File: src/rtl/hazard_pkg.sv
// Shared encodings for the pipeline hazard/stall sequencer.
// Forwarding selects, wait-FSM states and the forwarding priority helper.
package hazard_pkg;

  localparam logic [1:0] FWD_RF  = 2'b00;
  localparam logic [1:0] FWD_WB  = 2'b01;
  localparam logic [1:0] FWD_MEM = 2'b10;

  typedef enum logic [1:0] {
    IDLE = 2'd0,
    WAIT = 2'd1,
    ERR  = 2'd2
  } mw_state_e;

  // M is the younger producer, so it wins over W; $0 never forwards.
  function automatic logic [1:0] fwd_sel(
    input logic [4:0] src,
    input logic [4:0] wr_m,
    input logic       rw_m,
    input logic [4:0] wr_w,
    input logic       rw_w
  );
    logic [1:0] sel;
    sel = FWD_RF;
    if (src != 5'd0) begin
      if (rw_m && src == wr_m)
        sel = FWD_MEM;
      else if (rw_w && src == wr_w)
        sel = FWD_WB;
    end
    return sel;
  endfunction

endpackage

File: src/rtl/hazard_ctrl_mem_wait_fsm.sv
// Data-memory wait-state tracker with timeout.
// memwait is Mealy: it asserts in the same cycle the un-acked request appears.
module mem_wait_fsm
  import hazard_pkg::*;
#(
  parameter int MEM_TIMEOUT = 15,
  parameter int CNT_W       = 4
) (
  input  logic CLK,
  input  logic rst,
  input  logic MemReqM,
  input  logic MemAckM,
  output logic memwait,
  output logic MemTimeout
);

  mw_state_e        state;
  mw_state_e        state_n;
  logic [CNT_W-1:0] cnt;
  logic [CNT_W-1:0] cnt_n;

  always_ff @(posedge CLK) begin
    if (!rst) begin
      state <= IDLE;
      cnt   <= '0;
    end else begin
      state <= state_n;
      cnt   <= cnt_n;
    end
  end

  always_comb begin
    state_n = state;
    cnt_n   = cnt;
    memwait = 1'b0;
    unique case (state)
      IDLE: begin
        if (MemReqM && !MemAckM) begin
          state_n = WAIT;
          cnt_n   = CNT_W'(1);
          memwait = 1'b1;
        end
      end
      WAIT: begin
        if (MemAckM) begin
          state_n = IDLE;
          cnt_n   = '0;
        end else begin
          memwait = 1'b1;
          if (cnt == CNT_W'(MEM_TIMEOUT))
            state_n = ERR;
          else
            cnt_n = cnt + CNT_W'(1);
        end
      end
      ERR: begin
        state_n = ERR;
      end
      default: begin
        state_n = IDLE;
        cnt_n   = '0;
      end
    endcase
  end

  assign MemTimeout = (state == ERR);

endmodule

File: src/rtl/hazard_ctrl.sv
// Hazard and stall sequencer for the 5-stage pipeline.
// Forwarding selects, load/branch stalls, memory-wait freeze, stall counter.
module hazard_ctrl
  import hazard_pkg::*;
#(
  parameter int MEM_TIMEOUT = 15,
  parameter int CNT_W       = 4,
  parameter int PERF_W      = 16
) (
  input  logic              CLK,
  input  logic              rst,
  input  logic [4:0]        RsD,
  input  logic [4:0]        RtD,
  input  logic [4:0]        RsE,
  input  logic [4:0]        RtE,
  input  logic [4:0]        WriteRegE,
  input  logic [4:0]        WriteRegM,
  input  logic [4:0]        WriteRegW,
  input  logic              RegWriteE,
  input  logic              RegWriteM,
  input  logic              RegWriteW,
  input  logic              MemtoRegE,
  input  logic              MemtoRegM,
  input  logic              BranchD,
  input  logic              MemReqM,
  input  logic              MemAckM,
  output logic              StallF,
  output logic              StallD,
  output logic              StallE,
  output logic              StallM,
  output logic              FlushE,
  output logic [1:0]        ForwardAE,
  output logic [1:0]        ForwardBE,
  output logic              ForwardAD,
  output logic              ForwardBD,
  output logic              MemTimeout,
  output logic [PERF_W-1:0] StallCount
);

  logic memwait;
  logic lwstall;
  logic brstall;
  logic hz;
  logic hz_only;

  mem_wait_fsm #(
    .MEM_TIMEOUT(MEM_TIMEOUT),
    .CNT_W      (CNT_W)
  ) u_mem_wait (
    .CLK       (CLK),
    .rst       (rst),
    .MemReqM   (MemReqM),
    .MemAckM   (MemAckM),
    .memwait   (memwait),
    .MemTimeout(MemTimeout)
  );

  assign ForwardAE = fwd_sel(RsE, WriteRegM, RegWriteM,
                             WriteRegW, RegWriteW);
  assign ForwardBE = fwd_sel(RtE, WriteRegM, RegWriteM,
                             WriteRegW, RegWriteW);

  assign ForwardAD = (RsD != 5'd0) && RegWriteM
                     && (RsD == WriteRegM);
  assign ForwardBD = (RtD != 5'd0) && RegWriteM
                     && (RtD == WriteRegM);

  // $0 is deliberately not excluded here; a spurious stall is harmless.
  assign lwstall = MemtoRegE && ((RtE == RsD) || (RtE == RtD));

  assign brstall = BranchD && (
      (RegWriteE && ((WriteRegE == RsD) || (WriteRegE == RtD)))
   || (MemtoRegM && ((WriteRegM == RsD) || (WriteRegM == RtD))));

  assign hz      = lwstall | brstall;
  assign hz_only = hz & ~memwait;

  // A memory wait freezes the whole front end; E must keep its contents.
  always_comb begin
    StallF = 1'b0;
    StallD = 1'b0;
    StallE = 1'b0;
    StallM = 1'b0;
    FlushE = 1'b0;
    unique case (1'b1)
      memwait: begin
        StallF = 1'b1;
        StallD = 1'b1;
        StallE = 1'b1;
        StallM = 1'b1;
      end
      hz_only: begin
        StallF = 1'b1;
        StallD = 1'b1;
        FlushE = 1'b1;
      end
      default: begin
        StallF = 1'b0;
      end
    endcase
  end

  always_ff @(posedge CLK) begin
    if (!rst)
      StallCount <= '0;
    else if (StallF && (StallCount != '1))
      StallCount <= StallCount + PERF_W'(1);
  end

endmodule

File: config.mk
export PLATFORM = sky130hd
export DESIGN_NAME = hazard_ctrl
export DESIGN_NICKNAME = d
export VERILOG_FILES = /design/src/rtl/hazard_pkg.sv /design/src/rtl/hazard_ctrl_mem_wait_fsm.sv /design/src/rtl/hazard_ctrl.sv
export SDC_FILE = /design/constraint.sdc
export NUM_CORES = 1
export LEC_CHECK = 0
export BUFFER_PORTS_ARGS = -buffer_cell sky130_fd_sc_hd__buf_2
export CAP_MARGIN = 25
export CORE_UTILIZATION = 50
export DETAILED_ROUTE_END_ITERATION = 8
export GPL_ROUTABILITY_DRIVEN = 0
export GPL_TIMING_DRIVEN = 0
export PLACE_DENSITY = 0.79
export SLEW_MARGIN = 20
export SYNTH_ARGS = -nofsm -noshare
export SYNTH_HDL_FRONTEND = slang
export SYNTH_SLANG_ARGS = --single-unit
File: constraint.sdc
create_clock -name CLK -period 4.25 [get_ports CLK]
set_input_delay 0.425 -clock CLK [delete_from_list [all_inputs] [get_ports CLK]]
set_output_delay 0.425 -clock CLK [all_outputs]
set_load 0.02 [all_outputs]
# After elaboration in Yosys (flattened, before gate mapping)

Cells that the tools add are included.
Widths: inputs -> output; s select.

Add/subtract/negate cells: 2
Equality and inequality tests: 19
Muxes and demuxes: 20
Bitwise gates (word level): 4
Reduce and logical (&&, ||, !) cells: 27

Operator list:

| cell                  | number |
|---|---|
| $eq 5x5->1            | 12 |
| $reduce_bool 5->1     | 4 |
| $add 16x1->16 const B | 1 |
| $ne 16x16->1 const B  | 1 |
| $logic_and 1x1->1     | 14 |
| $mux 2                | 7 |
| $mux 4                | 3 |
| $pmux 4 s3            | 1 |
| $mux 1                | 7 |
| $pmux 2 s3            | 1 |
| $add 4x1->4 const B   | 1 |
| $eq 4x4->1 const B    | 1 |
| $logic_or 1x1->1      | 4 |
| $ne 3x2->1 const B    | 1 |
| $ne 3x3->1 const B    | 1 |
| $reduce_and 3->1      | 1 |
| $eq 2x1->1 const B    | 1 |
| $eq 2x2->1 const B    | 1 |
| $logic_not 2->1       | 1 |
| $ne 2x1->1 const B    | 1 |
| $not 1->1             | 2 |
| $pmux 1 s2            | 1 |
| $reduce_and 2->1      | 1 |
| $reduce_or 2->1       | 1 |
| 3 further kinds       | 3 |

Flip-flop bits (word level): 22
Input bits: 45
Output and inout port bits: 28
Logic and storage cells: 75

# Logic depth before layout (Yosys ltp)

Gate-level depths: netlist of run 1.

Depth after elaboration: 10
Depth in mapped cells: 8
Depth with buffers taken out: 7

# Cells and area by module

From an unflattened synthesis of run 1, not the netlist that was laid out.

Cells, all modules: 240
Area total of the unflattened synthesis: 1936.9 sq um

Modules (own cells, without submodules):

| module       | instances | cells an instance | area an instance (sq um) | seq. area each (sq um) |
|---|---|---|---|---|
| hazard_ctrl  | 1         | 203               | 1586.5                   | 320.3 |
| mem_wait_fsm | 1         | 37                | 350.3                    | 120.1 |

# Least setup slack after synthesis of run 1

No wires, ideal clock.

Kind: input-to-output
Start: in RtE[4]
End: out StallF
Arrival time: 1.832 ns
Required time: 3.825 ns
Slack: 1.993 ns
Stages: 8
Buffers on the path: 3
Path through: buf_2 xnor2_1 nand4_1 o22ai_1 nor4_4 buf_6 nand2_1 buf_4

Longest elaborated chain between the ends: 7
Elaborated cells on any way between the ends: 8
Classes of those cells: 2 x eq/ne; 1 x mux; 2 x bitwise; 3 x reduce/logical

RTL lines:

| what                        | line              | source |
|---|---|---|
| start: declaration          | hazard_ctrl.sv:15 | `input logic [4:0] RtE,` |
| $eq 5x5->1                  | hazard_ctrl.sv:69 | `assign lwstall = MemtoRegE && ((RtE == RsD) \|\| (RtE == RtD));` |
| $logic_or 1x1->1 *          | hazard_ctrl.sv:69 |  |
| $logic_and 1x1->1 *         | hazard_ctrl.sv:69 |  |
| $or 1x1->1 *                | hazard_ctrl.sv:75 | `assign hz = lwstall \| brstall;` |
| $and 1x1->1 *               | hazard_ctrl.sv:76 | `assign hz_only = hz & ~memwait;` |
| $reduce_or 2->1 (no line) * | n/a               |  |
| $mux 1 *                    | n/a               |  |
| end: declaration            | hazard_ctrl.sv:27 | `output logic StallF,` |

Mark *: on every way between the ends. The rest lies on a longest branch, timed or not.

# Worst setup path in the final report of run 1

Start: in RtE[0]
End: out StallF

Longest elaborated chain between the ends: 7
Elaborated cells on any way between the ends: 8
Classes of those cells: 2 x eq/ne; 1 x mux; 2 x bitwise; 3 x reduce/logical

RTL lines:

| what                        | line              | source |
|---|---|---|
| $eq 5x5->1                  | hazard_ctrl.sv:69 |  |
| $logic_or 1x1->1 *          | hazard_ctrl.sv:69 |  |
| $logic_and 1x1->1 *         | hazard_ctrl.sv:69 |  |
| $or 1x1->1 *                | hazard_ctrl.sv:75 |  |
| $and 1x1->1 *               | hazard_ctrl.sv:76 |  |
| $reduce_or 2->1 (no line) * | n/a               |  |
| $mux 1 *                    | hazard_ctrl.sv:85 | `unique case (1'b1)` |

Marks and branches as above.

==> results of run 1 <==
## power groups by stage
stage | logic (uW) | clock network, uW | registers (uW)
floorplan | 94.9 | 0 | 220
global placement | 149 | 0 | 219
detailed placement | 152 | 0 | 219
CTS | 153 | 199 | 214
global route | 168 | 205 | 215
finish | 153 | 200 | 214
## per-stage QoR
step	util	power, uW	setup WS (ns)	cell area (um2)
after floorplan	-	315	1.99	2000
after global placement	0.638	368	1.82	2390
after detailed placement	0.638	371	1.79	2390
after CTS	0.657	566	1.80	2460
after global routing	0.657	587	1.67	2460
final	0.657	567	1.78	2460
## layout by cell type, fill, tap and decap left out, types with 3 or more instances in the layout
cell type	n
xnor2_1	38
xor2_1	13
nand4_1	16
and3_1	6
nand2_1	28
clkbuf_1	6
or4_1	3
clkbuf_8	3
a21oi_2	8
nand3_1	11
or3_1	3
a21oi_1	8
nor3_1	8
nor2_1	9
buf_2	72
nor4_1	3
nand2b_1	15
dfxtp_1	22
mux2i_1	17
o21ai_0	4
## flip-flops by register name, indices dropped and copies added, names as in the netlist
register / count
StallCount: 16
u_mem_wait.state: 2
u_mem_wait.cnt: 4
## cell type report
class	count	area [um2]	area share
Inverter	2	7.51	0.00305
Sequential cell	22	440	0.179
Buffer	17	95.1	0.0387
Clock buffer	3	41.3	0.0168
Tap cell	48	60.1	0.0244
Clock inverter	1	30.0	0.0122
Timing Repair Buffer	66	330	0.134
Multi-Input combinational cell	211	1460	0.592
## critical path, cell delays in order
cell,delay (ns)
buf_2,0.14
xnor2_1,0.14
nand4_1,0.09
o22ai_1,0.12
nor4_4,0.51
buf_6,0.25
nand2_1,0.08
buf_4,0.13
buf_2,0.14
## metal layers
layer | wire length [um] | track usage | vias to the layer above
li1 | - | - | 1021
met1 | 2220 | 0.295 | 937
met2 | 2420 | 0.441 | 76
met3 | 311 | 0.0226 | 6
met4 | 48 | 0.0707 | 0
met5 | 0 | 0 | -
## how the worst min path moves through the flow
stage	slack, ns	endpoint	startpoint	cells past startpoint
global placement	0.46	StallCount[9]	StallCount[9]	2
global route	0.52	StallCount[9]	StallCount[9]	2
CTS	0.50	StallCount[8]	StallCount[8]	2
detailed placement	0.48	StallCount[8]	StallCount[8]	2
floorplan	0.47	u_mem_wait.cnt[1]	u_mem_wait.cnt[1]	2
finish	0.49	StallCount[4]	StallCount[4]	2
## cells by family after synthesis
kind of cell / Yosys count / synth area share
muxes: 17 / 0.0852
AOI/OAI and AO/OA: 29 / 0.0971
buffers and inverters: 19 / 0.0513
xor gates and xnor gates: 51 / 0.224
DFF: 22 / 0.220
adders and majority gates: 2 / 0.0125
and+or+nand+nor: 112 / 0.310
==> run metrics, run 1 <==
Worst Path Required=about 3.8 ns; detailed-router iteration count before antenna repair=4; die extent in x=around 65 um; Register-to-Register Path Depth=7; Post-synth EDFFs=0; post-CTS setup buffer count=0; Post-CTS Hold Buffers=0; peak supply drop=0.204 mV; Max Cap Viol=0; Slew @ Worst Pin=about 0.68 ns; Fin Setup TNS=0 ns; WL final=roughly 5000 um; sw frac=0.289; hold_ws=~0.49 ns; critical path arrival=a little over 2 ns; Post-Synthesis Cell Area=roughly 2000 um2; number of CTS-inserted buffers=3; slew margin rel.=0.541; clock power share=0.353; Internal=between 400 and 500 uW; FF-to-FF End=StallCount[13]; Setup CP Type=input port to output pin; sw power=between 150 and 200 uW; HP Class=flip-flop to flip-flop; synth-to-layout area growth=23.1%; first-pass GRT wire length=about 8200 um; PortBufs=between 60 and 70; most frequent cells after synthesis=xnor2_1, nand2_1, dfxtp_1, mux2i_1, nand4_1; Final Setup Violations=0; status=completed; routed len/inst=about 14 um; final non-filler cell total=370; Power Dens Cells=roughly 230 nW/um2; f_max=a little over 400 MHz; ANT cells=0; detailed placement HPWL=~3800 um; RSZ-0062 raised after global routing=false; FILL cells=between 300 and 400; Iter 0 DRT Violations=approximately 130; Avg Cell Area, Syn=around 7.9 um2; Synth Instances=~250; worst clock skew=0.00685 ns; Chip Height=65.2 um; die area=approximately 4300 um2; layout cell share with drive strength beyond 1=0.289; Pleak=roughly 0.001 uW; htree depth=1; CORE AREA=3740 um2; largest net degree at the start of global routing=14; Final Hold Violating Endpoints=0; min Tclk post-route=roughly 2.5 ns; Core Rows=22; initial antenna violation count=0; post-CTS resize count=0; via count=2040; ys async rst share=0; worst setup path startpoint=RtE[0]; vias per cell=5.51; antenna-violating nets left=0; Yosys top cell area share=0.220; Syn. warnings=0; vias in the first global route=between 1500 and 2000; FF-to-FF setup slack=~2.3 ns; Comb power frac=0.270; Initial Util=0.534; Tcrit/Tclk final=0.581; Critical Path Sink=StallF; Yosys top cell by area=dfxtp_1; cell with the most instances after synthesis=xnor2_1; worst-skew pair later-pin latency=0.27 ns; ranking of synthesized cells by area=dfxtp_1, xnor2_1, mux2i_1; CTS tree=done; Clock Tree Root=clkbuf_8; Reg power frac=0.377; CP endpoint kind=output pin; Final #Nets=370; reg2reg start=StallCount[2]; Sink Count=22; Seq/Total Area, Yosys=0.220; placed insts=366; overall routing resource usage=0.241; global route total overflow=0; clk slew on worst S/H paths=about 0.09 ns; Distinct cells, synth=37; Max Root-Sink Buffers=2; DRC Markers=0; net count after synthesis=approximately 300; I/O pin cnt=73; Main synth FF type=dfxtp_1; CP Launch Type=input port; final max-slew violation count=0; Seq cells post-synth=22; Max FO, Critical Path=10
(Power assumes the default switching activity.)
==> run 2: changes to the inputs <==
Settings changed: ABC_AREA set to 1, PLACE_DENSITY 0.79 to 0.78.
Clock period 4.25 ns to 2.4 ns, I/O delays scaled along.
==> run metrics, run 2 <==
final max-slew violation count=0 (unchanged); via count=2357 (was 2040); Max Cap Viol=0 (unchanged); post-CTS resize count=0 (unchanged); detailed-router iteration count before antenna repair=4 (unchanged); worst clock skew=0.00254 ns (was 0.00685 ns); Final Cell Area=2500 um2 (was 2460 um2); Post-Synthesis Cell Area=2040 um2 (was 2000 um2); Distinct cells, synth=37 (unchanged); Synth Instances=346 (was 252); max FFs per register=16 (unchanged); FF-to-FF setup slack=0.59 ns (was 2.29 ns); Syn. warnings=0 (unchanged); CP endpoint kind=output pin (unchanged); DRC Markers=0 (unchanged); worst-skew pair later-pin latency=0.26 ns (was 0.27 ns); Yosys top cell by area=dfxtp_1 (unchanged); first-pass GRT wire length=8940 um (was 8160 um); Max Root-Sink Buffers=2 (unchanged); worst setup margin=0.552 ns (was 1.78 ns); net count after synthesis=393 (was 299); WL final=5140 um (was 5000 um); CORE AREA=3800 um2 (was 3740 um2); Setup CP Type=flip-flop to output pin (was input port to output pin); ranking of synthesized cells by area=dfxtp_1, nand2_1, nor2_1 (was dfxtp_1, xnor2_1, mux2i_1); post-route core utilization=0.657 (about the same); overall routing resource usage=0.257 (was 0.241); ys async rst share=0 (unchanged); Worst path slowest cell=dfxtp_1 (was nor4_4); Clock Tree Root=clkbuf_8 (unchanged); Post-synth EDFFs=0 (unchanged); critical path arrival=1.61 ns (was 2.04 ns); CP peak stage delay=0.33 ns (was 0.51 ns); global route total overflow=0 (unchanged); Power Dens Cells=378 nW/um2 (was 230 nW/um2); PortBufs=68 (was 66); Seq/Total Area, Yosys=0.216 (was 0.220); Tcrit/Tclk final=0.770; synth-to-layout area growth=22.3% (was 23.1%); min Tclk post-route=roughly 1.8 ns; placed cell areas=2440 um2 (was 2390 um2); f_max=between 500 and 600 MHz; Yosys top cell area share=0.216 (was 0.220); Final Hold Violating Endpoints=0 (unchanged); detailed placement HPWL=4080 um (was 3770 um); vias per cell=5.06 (was 5.51); HP Class=input port to flip-flop (was flip-flop to flip-flop); Initial Util=0.537 (was 0.534); Post-Place Setup Slack=0.578 ns (was 1.79 ns); largest register by flop count=StallCount (unchanged); peak supply drop=0.244 mV (was 0.204 mV); Chip Height=65.9 um (was 65.2 um); PnR Total Power=943 uW (was 567 uW); most common cell after layout, fill and taps aside=nand2_1 (was buf_2); Fin Setup TNS=0 ns (unchanged); Core Rows=22 (unchanged); Final Setup Violations=0 (unchanged); post-CTS setup buffer count=0 (unchanged); I/O pin cnt=73 (unchanged); die extent in x=65.9 um (was 65.2 um); routed len/inst=11.0 um (was 13.5 um); htree depth=1 (unchanged); Sink Count=22 (unchanged); crit path cell chain=nor2_1 -> nand3_1 -> nand2_1 -> inv_1 -> nand3_4 -> buf_6 -> buf_4 -> buf_2 (was buf_2 -> xnor2_1 -> nand4_1 -> o22ai_1 -> nor4_4 -> buf_6 -> nand2_1 -> buf_4 -> buf_2); antenna-violating nets left=0 (unchanged); RSZ-0062 raised after global routing=false (unchanged); most frequent cells in the layout=nand2_1, buf_2, nor2_1 (was buf_2, xnor2_1, nand2_1); slew margin rel.=0.688 (was 0.541); ANT cells=0 (unchanged); Main synth FF type=dfxtp_1 (unchanged); Worst Path Required=2.16 ns (was 3.83 ns); CTS tree=done (unchanged); status=completed (unchanged); Max FO, Critical Path=11 (was 10); CP Launch Type=flip-flop (was input port); largest net degree at the start of global routing=13 (was 14); vias in the first global route=2107 (was 1865); initial antenna violation count=0 (unchanged); layout cell share with drive strength beyond 1=0.242 (was 0.289); critical path's top delay family=simple AND/OR/NAND/NOR gates (unchanged); worst path bufs/invs=4 (unchanged); Pleak=0.00138 uW (was 0.00100 uW); Post-CTS Hold Buffers=0 (unchanged); cell with the most instances after synthesis=nand2_1 (was xnor2_1); most frequent cells after synthesis=nand2_1, nor2_1, inv_1, nand3_1, a21oi_1 (was xnor2_1, nand2_1, dfxtp_1, mux2i_1, nand4_1); Avg Cell Area, Syn=5.90 um2 (was 7.93 um2); top flop regs=StallCount x16, u_mem_wait.cnt x4, u_mem_wait.state x2 (unchanged); Final #Nets=466 (was 370); Iter 0 DRT Violations=146 (was 133); clk slew on worst S/H paths=0.08 ns (was 0.09 ns); number of CTS-inserted buffers=3 (unchanged); Seq cells post-synth=22 (unchanged); Slew @ Worst Pin=0.468 ns (was 0.684 ns); die area=4340 um2 (was 4250 um2)
[run 2: changes by cell type after synthesis, sizes merged, moves of 4 or more]
cell,change
inv,+49
nand2b,-15
clkbuf,-4
nor2,+43
nand3,+19
and3,-5
nand4,-14
xnor2,-28
a21oi,+7
mux2i,-17
nand2,+66
[run 2: path summary, 6_finish.rpt]
check | start | end | cells after the start
setup / recovery | u_mem_wait.state[1] | StallF | 8
hold reg to reg | u_mem_wait.cnt[1] | u_mem_wait.cnt[1] | 2
hold / removal | MemReqM | u_mem_wait.state[0] | 3
setup reg to reg | StallCount[0] | StallCount[15] | 13
[run 2: final cells by class]
| cell class | count | area [um2] |
|---|---|---|
| plain buffers | 10 | 71.3 |
| well taps | 48 | 60.1 |
| multi-input cells | 263 | 1340 |
| repair buffers | 68 | 340 |
| flip-flops and latches | 22 | 440 |
| inverters | 51 | 191 |
| fillers | 376 | 1300 |
| clock buffers | 4 | 55.1 |
[run 2: per-layer routing]
layer,global-route usage,vias to the layer above,wire length [um]
met3,0.0431,4,313
met4,0.0435,0,21
li1,-,1251,-
met5,0,-,0
met2,0.436,69,2340
met1,0.340,1033,2460
[run 2: cell families after synthesis]
family	Yosys count	share of synthesized area
AO/OA/AOI/OAI	43	0.123
XOR/XNOR	20	0.0858
adder cells (fa/ha/maj)	2	0.0123
buffers and inverters	61	0.129
flip-flops	22	0.216
AND/OR/NAND/NOR	198	0.435
[run 2: stage by stage]
| step | hold slack, ns | cells |
|---|---|---|
| detailed placement | 0.484 | 462 |
| CTS | 0.274 | 466 |
| finish | 0.282 | 466 |
| global route | 0.295 | 466 |
| floorplan | 0.427 | 346 |
| global placement | 0.482 | 462 |
[run 2: tightest hold or removal path, stage by stage]
cell and delay, ns:
buf_2 0.10, nand3_1 0.09, a21oi_1 0.07
[run 2: where the power goes]
| group | total [uW] | internal, uW | switching [uW] |
|---|---|---|---|
| Sequential | 379 | 372 | 7.20 |
| Clock | 268 | 146 | 122 |
| Combinational | 295 | 118 | 177 |
==> run 3: changes to the inputs <==
Settings changed: ABC_AREA 1 to 0, CORE_UTILIZATION 50 to 45, PLACE_DENSITY 0.78 to 0.75.
Clock period 2.4 ns to 1.6 ns, I/O delays scaled along.
==> run metrics, run 3 (same netlist as run 1, synthesis figures left out) <==
status=completed (unchanged); number of CTS-inserted buffers=3 (unchanged); Max FO, Critical Path=3 (was 11); Power Dens Cells=500 nW/um2 (was 378 nW/um2); Max Cap Viol=0 (unchanged); GR peak layer=met2 (unchanged); max FFs per register=16 (unchanged); M1 GR Usage=0.282 (was 0.340); HP Class=input port to flip-flop (unchanged); CP peak stage delay=0.39 ns (was 0.33 ns); Post-CTS Hold Buffers=0 (unchanged); critical path arrival=1.80 ns (was 1.61 ns); placed cell areas=2450 um2 (was 2440 um2); slew margin rel.=0.632 (was 0.688); PortBufs=66 (was 68); I/O pin cnt=73 (unchanged); Fin Setup TNS=0 ns (unchanged); FF-to-FF End=StallCount[13] (was StallCount[15]); detailed-router iteration count before antenna repair=5 (was 4); cell mode on critical path=and3_4; Worst path slowest cell=or3_4 (was dfxtp_1); M2 GR Usage=0.401 (was 0.436); Worst Path Required=1.80 ns (was 2.16 ns); initial antenna violation count=0 (unchanged); Final Hold Violating Endpoints=0 (unchanged); HP Start=rst (was MemReqM); largest register by flop count=StallCount (unchanged); RSZ-0062 raised after global routing=true (was false); worst clock skew=0.00891 ns (was 0.00254 ns); CORE AREA=4140 um2 (was 3800 um2); layout cell share with drive strength beyond 1=0.465 (was 0.242); worst-skew pair later-pin latency=0.27 ns (was 0.26 ns); reg2reg start=StallCount[2] (was StallCount[0]); Iter 0 DRT Violations=89 (was 146); PnR Total Power=1430 uW (was 943 uW); f_max=roughly 630 MHz; clk slew on worst S/H paths=0.09 ns (was 0.08 ns); Sink Count=22 (unchanged); Chip Height=68.6 um (was 65.9 um); peak supply drop=0.430 mV (was 0.244 mV); vias per cell=5.48 (was 5.06); DRC Markers=0 (unchanged); vias in the first global route=1795 (was 2107); via count=2100 (was 2357); top flop regs=StallCount x16, u_mem_wait.cnt x4, u_mem_wait.state x2 (unchanged); critical path's top delay family=simple AND/OR/NAND/NOR gates (unchanged); antenna-violating nets left=0 (unchanged); min Tclk post-route=between 1.5 and 2 ns; die extent in x=68.6 um (was 65.9 um); Final #Nets=381 (was 466); Setup CP Type=flip-flop to flip-flop (was flip-flop to output pin); crit path cell chain=and3_4 -> and3_4 -> nand3_2 -> or3_4 -> a21oi_2 -> mux2i_1 (was nor2_1 -> nand3_1 -> nand2_1 -> inv_1 -> nand3_4 -> buf_6 -> buf_4 -> buf_2); detailed placement HPWL=3800 um (was 4080 um); met3 usage=0.0214 (was 0.0431); WL final=5620 um (was 5140 um); CP Launch Type=flip-flop (unchanged); overall routing resource usage=0.226 (was 0.257); global route total overflow=0 (unchanged); Final Cell Area=2860 um2 (was 2500 um2); ANT cells=0 (unchanged); Slew @ Worst Pin=0.551 ns (was 0.468 ns); first-pass GRT wire length=7980 um (was 8940 um); Register-to-Register Path Depth=6 (was 13); most frequent cells in the layout=buf_2, xnor2_1, nand2_1 (was nand2_1, buf_2, nor2_1); most common cell after layout, fill and taps aside=buf_2 (was nand2_1); FF-to-FF setup slack=0.002 ns (was 0.59 ns); routed len/inst=14.7 um (was 11.0 um); Max Root-Sink Buffers=2 (unchanged); Clock Tree Root=clkbuf_8 (unchanged); Pleak=0.00115 uW (was 0.00138 uW); hold path depth=3 (unchanged); Final Setup Violations=0 (unchanged); synth-to-layout area growth=43.3% (was 22.3%); die area=4710 um2 (was 4340 um2); Core Rows=23 (was 22); final max-slew violation count=0 (unchanged); htree depth=1 (unchanged); hold_ws=0.233 ns (was 0.282 ns); Tcrit/Tclk final=0.999; FILL cells=327 (was 376); CTS tree=done (unchanged); Initial Util=0.482 (was 0.537); Worst Hold Path EP=StallCount[0] (was u_mem_wait.state[0]); CP endpoint kind=flip-flop (was output pin); largest net degree at the start of global routing=13 (unchanged); worst path bufs/invs=0 (was 4)
run 3: how the worst max path moves through the flow:
stage	cells after the start	endpoint	startpoint	slack, ns
2_1_floorplan	7	StallCount[13]	StallCount[4]	-0.01
3_5_place_dp	9	StallF	RsD[4]	-0.23
3_3_place_gp	9	StallF	WriteRegM[1]	-0.22
5_1_grt	6	StallCount[13]	StallCount[3]	-0.04
4_1_cts	7	StallCount[13]	StallCount[3]	-0.04
6_report	6	StallCount[13]	StallCount[2]	0.002
run 3: metrics by stage:
step / worst slack, ns / utilization / cells
floorplan: -0.0124 / - / 252
global placement: -0.225 / 0.591 / 368
detailed placement: -0.232 / 0.591 / 368
CTS: -0.0365 / 0.632 / 379
global route: -0.0388 / 0.691 / 383
finish: 0.00154 / 0.691 / 383
run 3: worst reg2reg max path, cell delays in order (launching register included):
cell and delay (ns):
dfxtp_4 0.35, and3_4 0.20, and3_4 0.20, nand3_2 0.08, or3_4 0.39, a21oi_2 0.12, mux2i_1 0.18
run 3: per-layer routing:
metal | share of wire | routed length, um
met5 | 0 | 0
met2 | 0.49 | 2740
met1 | 0.44 | 2450
met4 | 0.011 | 60
met3 | 0.066 | 370
run 3: final cells by class:
| type | instances | area, um2 | share of cell area |
|---|---|---|---|
| Clock inverter | 1 | 3.75 | 0.00131 |
| Buffer | 13 | 88.8 | 0.0310 |
| Clock buffer | 3 | 41.3 | 0.0144 |
| Multi-Input combinational cell | 211 | 1690 | 0.590 |
| Tap cell | 50 | 62.6 | 0.0218 |
| Sequential cell | 22 | 479 | 0.167 |
| Inverter | 2 | 7.51 | 0.00262 |
| Timing Repair Buffer | 81 | 490 | 0.171 |
run 3: where the power goes:
group	internal [uW]	total, uW	switching, uW
logic	241	504	263
registers	549	565	15.7
clock network	172	363	191
run 3: what timing repair did:
action,CTS,global route
gates resized for setup,14,62
setup endpoints to repair,18,21
pin swaps,3,16
buffers inserted,8,7
endpoints found under the hold margin,0,0
